`src/rtl/tdc_hist_pingpong_pkg.sv`:
```
// Shared defaults, state encoding and width helper for the ping-pong dToF histogram builder.
package tdc_hist_pingpong_pkg;

    localparam int ADDR_W_DEF    = 6;
    localparam int CNT_W_DEF     = 8;
    localparam int DATA_NUM_DEF  = 2;
    localparam int PIXEL_NUM_DEF = 200;
    localparam int ACQ_NUM_DEF   = 33333;
    localparam int NBINS_DEF     = 1 << ADDR_W_DEF;

    typedef enum logic [1:0] {
        CLEAR_ALL = 2'd0,
        ACCUM     = 2'd1,
        CLEAR_WB  = 2'd2
    } state_t;

    // Width of a counter that must hold 0..n-1, never narrower than one bit.
    function automatic int cnt_width(input int n);
        return (n > 1) ? $clog2(n) : 1;
    endfunction

endpackage

```
`src/rtl/tdc_hist_pingpong_if.sv`:
```
// Hit, read-and-clear and status bundle between the TDC encoder, the histogram builder and the peak stage.
interface tdc_hist_pingpong_if
    import tdc_hist_pingpong_pkg::*;
#(
    parameter int ADDR_W = ADDR_W_DEF,
    parameter int CNT_W  = CNT_W_DEF
);
    logic              wr_en;
    logic [ADDR_W-1:0] addr;
    logic              rd_en;
    logic [ADDR_W-1:0] rd_addr;
    logic [CNT_W-1:0]  rd_data;
    logic              rd_valid;
    logic              his_num;
    logic              frame_done;
    logic              frame_sat;
    logic              overrun;
    logic              busy;

    modport master (
        output wr_en, addr, rd_en, rd_addr,
        input  rd_data, rd_valid, his_num, frame_done, frame_sat, overrun, busy
    );

    modport slave (
        input  wr_en, addr, rd_en, rd_addr,
        output rd_data, rd_valid, his_num, frame_done, frame_sat, overrun, busy
    );
endinterface

```
`src/rtl/tdc_hist_pingpong_hist_bank_rf.sv`:
```
// Two-bank histogram register file: saturating increment, read-and-clear and sweep-clear ports.
module tdc_hist_pingpong_hist_bank_rf
    import tdc_hist_pingpong_pkg::*;
#(
    parameter int ADDR_W = ADDR_W_DEF,
    parameter int CNT_W  = CNT_W_DEF
) (
    input  logic              clk,
    input  logic              inc_en_i,
    input  logic              inc_bank_i,
    input  logic [ADDR_W-1:0] inc_addr_i,
    output logic              inc_sat_o,
    input  logic              rd_en_i,
    input  logic              rd_bank_i,
    input  logic [ADDR_W-1:0] rd_addr_i,
    output logic [CNT_W-1:0]  rd_data_o,
    input  logic              clr_en_i,
    input  logic [1:0]        clr_mask_i,
    input  logic [ADDR_W-1:0] clr_idx_i
);
    localparam int NBINS = 1 << ADDR_W;

    logic [CNT_W-1:0] mem_q [2][NBINS];
    logic [CNT_W-1:0] inc_old;

    assign inc_old   = mem_q[inc_bank_i][inc_addr_i];
    assign inc_sat_o = inc_en_i && (inc_old == '1);
    assign rd_data_o = mem_q[rd_bank_i][rd_addr_i];

    // NOTE: the array has no reset; the CLEAR_ALL sweep zeroes it before any hit or read is accepted.
    always_ff @(posedge clk) begin
        // NOTE: non-blocking writes to the same entry resolve last-wins, so the clear ports dominate.
        if (inc_en_i && !inc_sat_o) mem_q[inc_bank_i][inc_addr_i] <= inc_old + CNT_W'(1);
        if (rd_en_i)                mem_q[rd_bank_i][rd_addr_i]   <= '0;
        if (clr_en_i && clr_mask_i[0]) mem_q[1'b0][clr_idx_i] <= '0;
        if (clr_en_i && clr_mask_i[1]) mem_q[1'b1][clr_idx_i] <= '0;
    end
endmodule

```
`src/rtl/tdc_hist_pingpong.sv`:
```
// Ping-pong histogram builder: FSM, nested event counters, drain tracking and frame status flags.
module tdc_hist_pingpong
    import tdc_hist_pingpong_pkg::*;
#(
    parameter int ADDR_W    = ADDR_W_DEF,
    parameter int CNT_W     = CNT_W_DEF,
    parameter int DATA_NUM  = DATA_NUM_DEF,
    parameter int PIXEL_NUM = PIXEL_NUM_DEF,
    parameter int ACQ_NUM   = ACQ_NUM_DEF
) (
    input logic                clk,
    input logic                res,
    tdc_hist_pingpong_if.slave bus
);
    localparam int NBINS = 1 << ADDR_W;
    localparam int IN_W  = cnt_width(DATA_NUM);
    localparam int PIX_W = cnt_width(PIXEL_NUM);
    localparam int ACQ_W = cnt_width(ACQ_NUM);
    localparam int DR_W  = cnt_width(NBINS + 1);

    localparam logic [IN_W-1:0]  IN_LAST  = IN_W'(DATA_NUM - 1);
    localparam logic [PIX_W-1:0] PIX_LAST = PIX_W'(PIXEL_NUM - 1);
    localparam logic [ACQ_W-1:0] ACQ_LAST = ACQ_W'(ACQ_NUM - 1);
    localparam logic [DR_W-1:0]  DRAINED  = DR_W'(NBINS);

    state_t             state_q, state_d;
    logic [ADDR_W-1:0]  idx_q, idx_d;
    logic [IN_W-1:0]    in_cnt_q, in_cnt_d;
    logic [PIX_W-1:0]   pix_cnt_q, pix_cnt_d;
    logic [ACQ_W-1:0]   acq_cnt_q, acq_cnt_d;
    logic [DR_W-1:0]    drain_q, drain_d, drain_nxt;
    logic               his_q, his_d;
    logic               done_q, done_d;
    logic               fsat_q, fsat_d;
    logic               ovr_q, ovr_d;
    logic               spend_q, spend_d;
    logic               rdv_q, rdv_d;
    logic [CNT_W-1:0]   rdata_q, rdata_d;

    logic               wr_acc, rd_acc, last_hit, inc_sat, clr_en;
    logic [1:0]         clr_mask;
    logic [CNT_W-1:0]   rf_rd_data;

    assign wr_acc    = bus.wr_en && (state_q == ACCUM);
    assign rd_acc    = bus.rd_en && (state_q != CLEAR_ALL);
    assign last_hit  = wr_acc && (in_cnt_q == IN_LAST) && (pix_cnt_q == PIX_LAST)
                       && (acq_cnt_q == ACQ_LAST);
    // A read on the swap edge already counts toward the drain check of that same swap.
    assign drain_nxt = (rd_acc && (drain_q != DRAINED)) ? drain_q + DR_W'(1) : drain_q;
    assign clr_en    = (state_q != ACCUM);
    assign clr_mask  = (state_q == CLEAR_ALL) ? 2'b11 : (his_q ? 2'b10 : 2'b01);

    tdc_hist_pingpong_hist_bank_rf #(.ADDR_W(ADDR_W), .CNT_W(CNT_W)) u_rf (
        .clk        (clk),
        .inc_en_i   (wr_acc),
        .inc_bank_i (his_q),
        .inc_addr_i (bus.addr),
        .inc_sat_o  (inc_sat),
        .rd_en_i    (rd_acc),
        .rd_bank_i  (~his_q),
        .rd_addr_i  (bus.rd_addr),
        .rd_data_o  (rf_rd_data),
        .clr_en_i   (clr_en),
        .clr_mask_i (clr_mask),
        .clr_idx_i  (idx_q)
    );

    always_ff @(posedge clk or posedge res) begin
        if (res) begin
            state_q   <= CLEAR_ALL;
            idx_q     <= '0;
            in_cnt_q  <= '0;
            pix_cnt_q <= '0;
            acq_cnt_q <= '0;
            drain_q   <= '0;
            his_q     <= 1'b0;
            done_q    <= 1'b0;
            fsat_q    <= 1'b0;
            ovr_q     <= 1'b0;
            spend_q   <= 1'b0;
            rdv_q     <= 1'b0;
            rdata_q   <= '0;
        end else begin
            state_q   <= state_d;
            idx_q     <= idx_d;
            in_cnt_q  <= in_cnt_d;
            pix_cnt_q <= pix_cnt_d;
            acq_cnt_q <= acq_cnt_d;
            drain_q   <= drain_d;
            his_q     <= his_d;
            done_q    <= done_d;
            fsat_q    <= fsat_d;
            ovr_q     <= ovr_d;
            spend_q   <= spend_d;
            rdv_q     <= rdv_d;
            rdata_q   <= rdata_d;
        end
    end

    always_comb begin
        // NOTE: every _d gets a default first so no path through the case can infer a latch.
        state_d   = state_q;
        idx_d     = idx_q;
        in_cnt_d  = in_cnt_q;
        pix_cnt_d = pix_cnt_q;
        acq_cnt_d = acq_cnt_q;
        drain_d   = drain_nxt;
        his_d     = his_q;
        done_d    = 1'b0;
        fsat_d    = fsat_q;
        ovr_d     = ovr_q;
        spend_d   = spend_q;
        rdv_d     = rd_acc;
        rdata_d   = rd_acc ? rf_rd_data : rdata_q;

        unique case (state_q)
            CLEAR_ALL, CLEAR_WB: begin
                idx_d = idx_q + ADDR_W'(1);
                if (idx_q == '1) state_d = ACCUM;
            end
            ACCUM: begin
                if (wr_acc) begin
                    spend_d = spend_q | inc_sat;
                    if (in_cnt_q == IN_LAST) begin
                        in_cnt_d = '0;
                        if (pix_cnt_q == PIX_LAST) begin
                            pix_cnt_d = '0;
                            acq_cnt_d = (acq_cnt_q == ACQ_LAST) ? '0 : acq_cnt_q + ACQ_W'(1);
                        end else begin
                            pix_cnt_d = pix_cnt_q + PIX_W'(1);
                        end
                    end else begin
                        in_cnt_d = in_cnt_q + IN_W'(1);
                    end
                    if (last_hit) begin
                        his_d   = ~his_q;
                        fsat_d  = spend_q | inc_sat;
                        spend_d = 1'b0;
                        done_d  = 1'b1;
                        drain_d = '0;
                        if (drain_nxt != DRAINED) begin
                            ovr_d   = 1'b1;
                            state_d = CLEAR_WB;
                        end
                    end
                end
            end
            default: state_d = CLEAR_ALL;
        endcase
    end

    assign bus.rd_data    = rdata_q;
    assign bus.rd_valid   = rdv_q;
    assign bus.his_num    = his_q;
    assign bus.frame_done = done_q;
    assign bus.frame_sat  = fsat_q;
    assign bus.overrun    = ovr_q;
    // Gated by res so every output reads 0 while reset is held, even though the state is CLEAR_ALL.
    assign bus.busy       = (state_q != ACCUM) && !res;
endmodule

```
`src/flat_wrapper.sv`:
```
// flat-port wrapper written by rule: the top's interface ports become plain ports
module tdc_hist_pingpong_flat import tdc_hist_pingpong_pkg::*;
#(
    parameter int ADDR_W    = ADDR_W_DEF,
    parameter int CNT_W     = CNT_W_DEF,
    parameter int DATA_NUM  = DATA_NUM_DEF,
    parameter int PIXEL_NUM = PIXEL_NUM_DEF,
    parameter int ACQ_NUM   = ACQ_NUM_DEF
)
  (clk, res, bus_wr_en, bus_addr, bus_rd_en, bus_rd_addr, bus_rd_data, bus_rd_valid, bus_his_num, bus_frame_done, bus_frame_sat, bus_overrun, bus_busy);
  tdc_hist_pingpong_if #(.ADDR_W(ADDR_W), .CNT_W(CNT_W)) bus_i ();
  input logic clk;
  input logic res;
  input wire logic [$bits(bus_i.wr_en)-1:0] bus_wr_en;
  input wire logic [$bits(bus_i.addr)-1:0] bus_addr;
  input wire logic [$bits(bus_i.rd_en)-1:0] bus_rd_en;
  input wire logic [$bits(bus_i.rd_addr)-1:0] bus_rd_addr;
  output wire logic [$bits(bus_i.rd_data)-1:0] bus_rd_data;
  output wire logic [$bits(bus_i.rd_valid)-1:0] bus_rd_valid;
  output wire logic [$bits(bus_i.his_num)-1:0] bus_his_num;
  output wire logic [$bits(bus_i.frame_done)-1:0] bus_frame_done;
  output wire logic [$bits(bus_i.frame_sat)-1:0] bus_frame_sat;
  output wire logic [$bits(bus_i.overrun)-1:0] bus_overrun;
  output wire logic [$bits(bus_i.busy)-1:0] bus_busy;
  assign bus_i.wr_en = bus_wr_en;
  assign bus_i.addr = bus_addr;
  assign bus_i.rd_en = bus_rd_en;
  assign bus_i.rd_addr = bus_rd_addr;
  assign bus_rd_data = bus_i.rd_data;
  assign bus_rd_valid = bus_i.rd_valid;
  assign bus_his_num = bus_i.his_num;
  assign bus_frame_done = bus_i.frame_done;
  assign bus_frame_sat = bus_i.frame_sat;
  assign bus_overrun = bus_i.overrun;
  assign bus_busy = bus_i.busy;
  tdc_hist_pingpong #(.ADDR_W(ADDR_W), .CNT_W(CNT_W), .DATA_NUM(DATA_NUM), .PIXEL_NUM(PIXEL_NUM), .ACQ_NUM(ACQ_NUM)) u_core (.clk(clk), .res(res), .bus(bus_i));
endmodule
```
`config.mk`:
```
export PLATFORM = sky130hd
export DESIGN_NAME = tdc_hist_pingpong_flat
export DESIGN_NICKNAME = d
export VERILOG_FILES = /design/src/rtl/tdc_hist_pingpong_pkg.sv /design/src/rtl/tdc_hist_pingpong_if.sv /design/src/rtl/tdc_hist_pingpong_hist_bank_rf.sv /design/src/rtl/tdc_hist_pingpong.sv /design/src/flat_wrapper.sv
export SDC_FILE = /design/constraint.sdc
export NUM_CORES = 2
export LEC_CHECK = 0
export CAP_MARGIN = 20
export CORE_ASPECT_RATIO = 2
export CORE_UTILIZATION = 50
export DETAILED_ROUTE_END_ITERATION = 7
export PLACE_DENSITY = 0.65
export RECOVER_POWER = 50
export SETUP_SLACK_MARGIN = 0.5
export SLEW_MARGIN = 20
export SYNTH_ARGS = -nofsm -noshare
export SYNTH_HDL_FRONTEND = slang
export SYNTH_SLANG_ARGS = --single-unit
```
`constraint.sdc`:
```
create_clock -name clk -period 8.3 [get_ports clk]
set_input_delay 1.245 -clock clk [delete_from_list [all_inputs] [get_ports clk]]
set_output_delay 1.245 -clock clk [all_outputs]
set_load 0.1 [all_outputs]
```
==> out/results.tsv <==
stage	metric	value	unit
cells_and_area	area_delta_synth_final	7.84	%
clock_network	root_buffer	clkbuf_16	
timing	tightest_slew	2.24	ns
clock_network	cts_post_setup_buffers_inserted	0	
power_and_ir_drop	switching_power	3490	uW
cells_and_area	final_common_cell	dfxtp_1	
timing	period_share	91.8	%
die	core_area	0.115	mm^2
power_and_ir_drop	clkPwrFrac	41.2	%
clock_network	cts_max_level	3	
clock_network	cts_made_buffers	98	
synthesis	synth.avg_cell_area	10.4	um^2
cells_and_area	layout_common_cells	dfxtp_1, mux2i_1, nor2_1, nand3_1, mux4_2	
status	outcome	finished with violations	
synthesis	syn-cell-area	0.0580	mm^2
clock_network	clk_latency	0.76	ns
clock_network	cts_hold_buf	0	
synthesis	synth_cell_types	74	
setup_path	cp_max_fo	54	
run	drv_cap	4	
timing	min_period	7.62	ns
synthesis	syn-num-nets	5571	
synthesis	ys_ff_latch	1078	
detailed_routing	drt_iter0_drc	6551	
power_and_ir_drop	leakage	0.0283	uW
cells_and_area	fill_cells	10300	
placed_design	port_buffers	29	
global_routing	overflow	0	
cells_and_area	drive_gt1_share	16.6	%
setup_path	arrival	8.29	ns
synthesis	synth-warning-count	0	
setup_path	cp_top_family	buffers and inverters	
detailed_routing	antenna_left	0	
power_and_ir_drop	combPwrFrac	12.2	%
power_and_ir_drop	internal_power	8760	uW
worst_hold_path	hold_path_class	reg2reg	
placed_design	dp_cells	6801	
detailed_routing	firstDrtPassIters	8	
power_and_ir_drop	switching_share	28.5	%
detailed_routing	drc_errors	11	
synthesis	syn-instance-count	5548	
detailed_routing	finalWirelength	258	mm
global_routing	grt_pass1_vias	48300	
clock_network	clockBufferDepth	3	
status	violations	DRC, capacitance limit, slew limit	
clock_network	tritoncts	done	
synthesis	synth_async_sr_flop_share	5.01	%
synthesis	synth.top_cell.area_share	35.4	%
cells_and_area	instances_no_fill	7004	
timing	fin_skew	0.0285	ns
power_and_ir_drop	p_per_area	196	mW/mm^2
timing	finalSetupViolCount	0	
setup_path	cp-start-kind	primary input	
synthesis	ys_top_cells_by_area	dfxtp_1, mux4_2, mux2i_1	
power_and_ir_drop	power	12300	uW
timing	finalHoldViolCount	0	
detailed_routing	vias	50300	
setup_path	worstSetupEndpointType	flop	
timing	setup_tns	0	ns
clock_network	cts.sinks	1078	
synthesis	yosys.area.top_type	dfxtp_1	
clock_network	cts-resized-gates	0	
detailed_routing	via_per_inst	7.18	
clock_network	path_clk_slew	0.07	ns
die	start_util	50.4	%
die	num_rows	176	
global_routing	grt.total_usage	43.4	%
synthesis	synth_edf_count	0	
timing	slew_violations	107	
die	dieHeight	484	um
die	die_w	243	um
setup_path	worstPathCellList	buf_6 -> buf_12 -> nand3b_1 -> buf_4 -> o22ai_1 -> nor4_1 -> o22a_1 -> nand4_1 -> ha_1 -> clkbuf_2 -> mux2i_1 -> nor2_1	
power_and_ir_drop	seqPwrFrac	46.6	%
global_routing	antenna_found_initial	22	
die	ioPinCount	30	
setup_path	crit_path_max_incr_delay	1.89	ns
cells_and_area	finalNetCount	5415	
global_routing	grt_max_degree	129	
timing	slew_headroom	-49.6	%
global_routing	grt_first_pass_wirelength	362	mm
die	dieArea	0.117	mm^2
setup_path	setup.worst_path.class	in2reg	
placed_design	dp_hpwl	181	mm
timing	rsz0062_at_grt	no	
detailed_routing	wl_per_cell	36.8	um
placed_design	place.gp.congestion	1.08	
synthesis	ys_seq_area_share	37.7	%
setup_path	worst_ep_required_time	8.97	ns
setup_path	critPathBufInv	4	
setup_path	crit_slowest_cell	ha_1	
power_and_ir_drop	max-vdd-ir-drop	0.244	mV
synthesis	ys_dominant_reg_cell	dfxtp_1	
timing	fmax	131	MHz
==> kinds of logic (layout without fill, tap and decap cells) <==
logic type                 count (synthesis)  count (layout)  share of synthesized area (%)
adders and majority gates                  7               7                          0.151
buffers and inverters                    515             441                           4.85
DFF                                     1078            1078                           37.7
xor gates and xnor gates                  33              33                          0.499
other                                      0              17                              0
muxes                                   1353            1353                           33.6
and+or+nand+nor                         1653            1653                           13.8
AOI/OAI and AO/OA                        909             909                           9.44
==> state kept, by name, summed over array words and instances, names as in the netlist <==
name / count
u_core.spend_q: 1
u_core.drain_q: 7
u_core.bus.his_num: 1
u_core.bus.rd_valid: 1
u_core.idx_q: 6
u_core.bus.frame_sat: 1
u_core.u_rf.mem_q: 1024
u_core.bus.overrun: 1
u_core.state_q: 2
u_core.in_cnt_q: 1
u_core.bus.frame_done: 1
u_core.bus.rd_data: 8
u_core.acq_cnt_q: 16
u_core.pix_cnt_q: 8
==> cell type report <==
cell class / count / area, um^2 / share of cell area (%)
multi-input cells: 3955 / 33200 / 53.0
well taps: 1513 / 1890 / 3.03
clock inverters: 58 / 749 / 1.20
repair buffers: 239 / 2000 / 3.20
clock buffers: 124 / 2740 / 4.38
flip-flops and latches: 1078 / 21900 / 35.0
inverters: 20 / 75.1 / 0.120
diodes: 17 / 42.5 / 0.0680
==> through the flow <==
stage | setup slack (ns) | instance area, um^2 | hold slack [ns] | util, %
after global routing | 0.876 | 62500 | 0.501 | 54.4
after floorplan | 3.81 | 58000 | 0.447 | -
final | 0.683 | 62500 | 0.477 | 54.4
after detailed placement | 1.64 | 59500 | 0.468 | 51.8
after global placement | 1.32 | 59500 | 0.458 | 51.7
after CTS | 2.38 | 63000 | 0.477 | 54.8
==> worst paths after layout <==
| check | start | to | slack [ns] | cells past startpoint |
|---|---|---|---|---|
| max | bus_addr[0] | u_core.u_rf.mem_q[0][321]$_SDFFE_PP0P_ | 0.68 | 12 |
| min | u_core.u_rf.mem_q[1][126]$_SDFFE_PP0P_ | u_core.u_rf.mem_q[1][126]$_SDFFE_PP0P_ | 0.48 | 2 |
| max reg2reg | u_core.bus.his_num$_DFFE_PP0P_ | u_core.u_rf.mem_q[0][321]$_SDFFE_PP0P_ | 1.09 | 10 |
| min reg2reg | u_core.u_rf.mem_q[1][126]$_SDFFE_PP0P_ | u_core.u_rf.mem_q[1][126]$_SDFFE_PP0P_ | 0.48 | 2 |
| max in group asynchronous | res | u_core.bus.his_num$_DFFE_PP0P_ | 4.56 | 3 |
| min in group asynchronous | res | u_core.bus.rd_data[0]$_DFFE_PP0N_ | 1.17 | 2 |
==> power by group through the flow <==
stage	logic (uW)	registers, uW	clock network, uW
4_1_cts	1440	5700	5050
3_5_place_dp	1430	5820	0
3_3_place_gp	1420	5800	0
6_report	1490	5710	5050
5_1_grt	1540	5730	5250
2_1_floorplan	893	5730	0
==> synth_stat cells, types with 40 or more instances <==
cell type  count
a21oi_1       40
a22oi_1      149
buf_1         41
buf_2         72
buf_4        114
clkbuf_1     231
dfrtp_1       54
dfxtp_1     1024
mux2i_1      866
mux4_2       473
nand2_1      137
nand3_1      560
nor2_1       771
o21ai_0      352
o21ai_1       62
o22ai_1      223
==> worst reg2reg max path: cells and delay by family (launching register included) <==
family	cells	cell delay, ns
AO/OA/AOI/OAI	2	0.84
buffers and inverters	2	1.65
multiplexers	2	0.63
AND/OR/NAND/NOR	3	1.15
flip-flops	1	0.98
adder cells (fa/ha/maj)	1	1.89
==> layer usage <==
metal	global-route usage [%]	part of all wire (%)	vias to the layer above
met5	0.0414	0.059	-
met4	40.5	12	20
met3	12.7	10	1317
met2	69.8	46	3522
met1	45.4	32	24800
li1	-	-	20600
(Power assumes the default switching activity.)
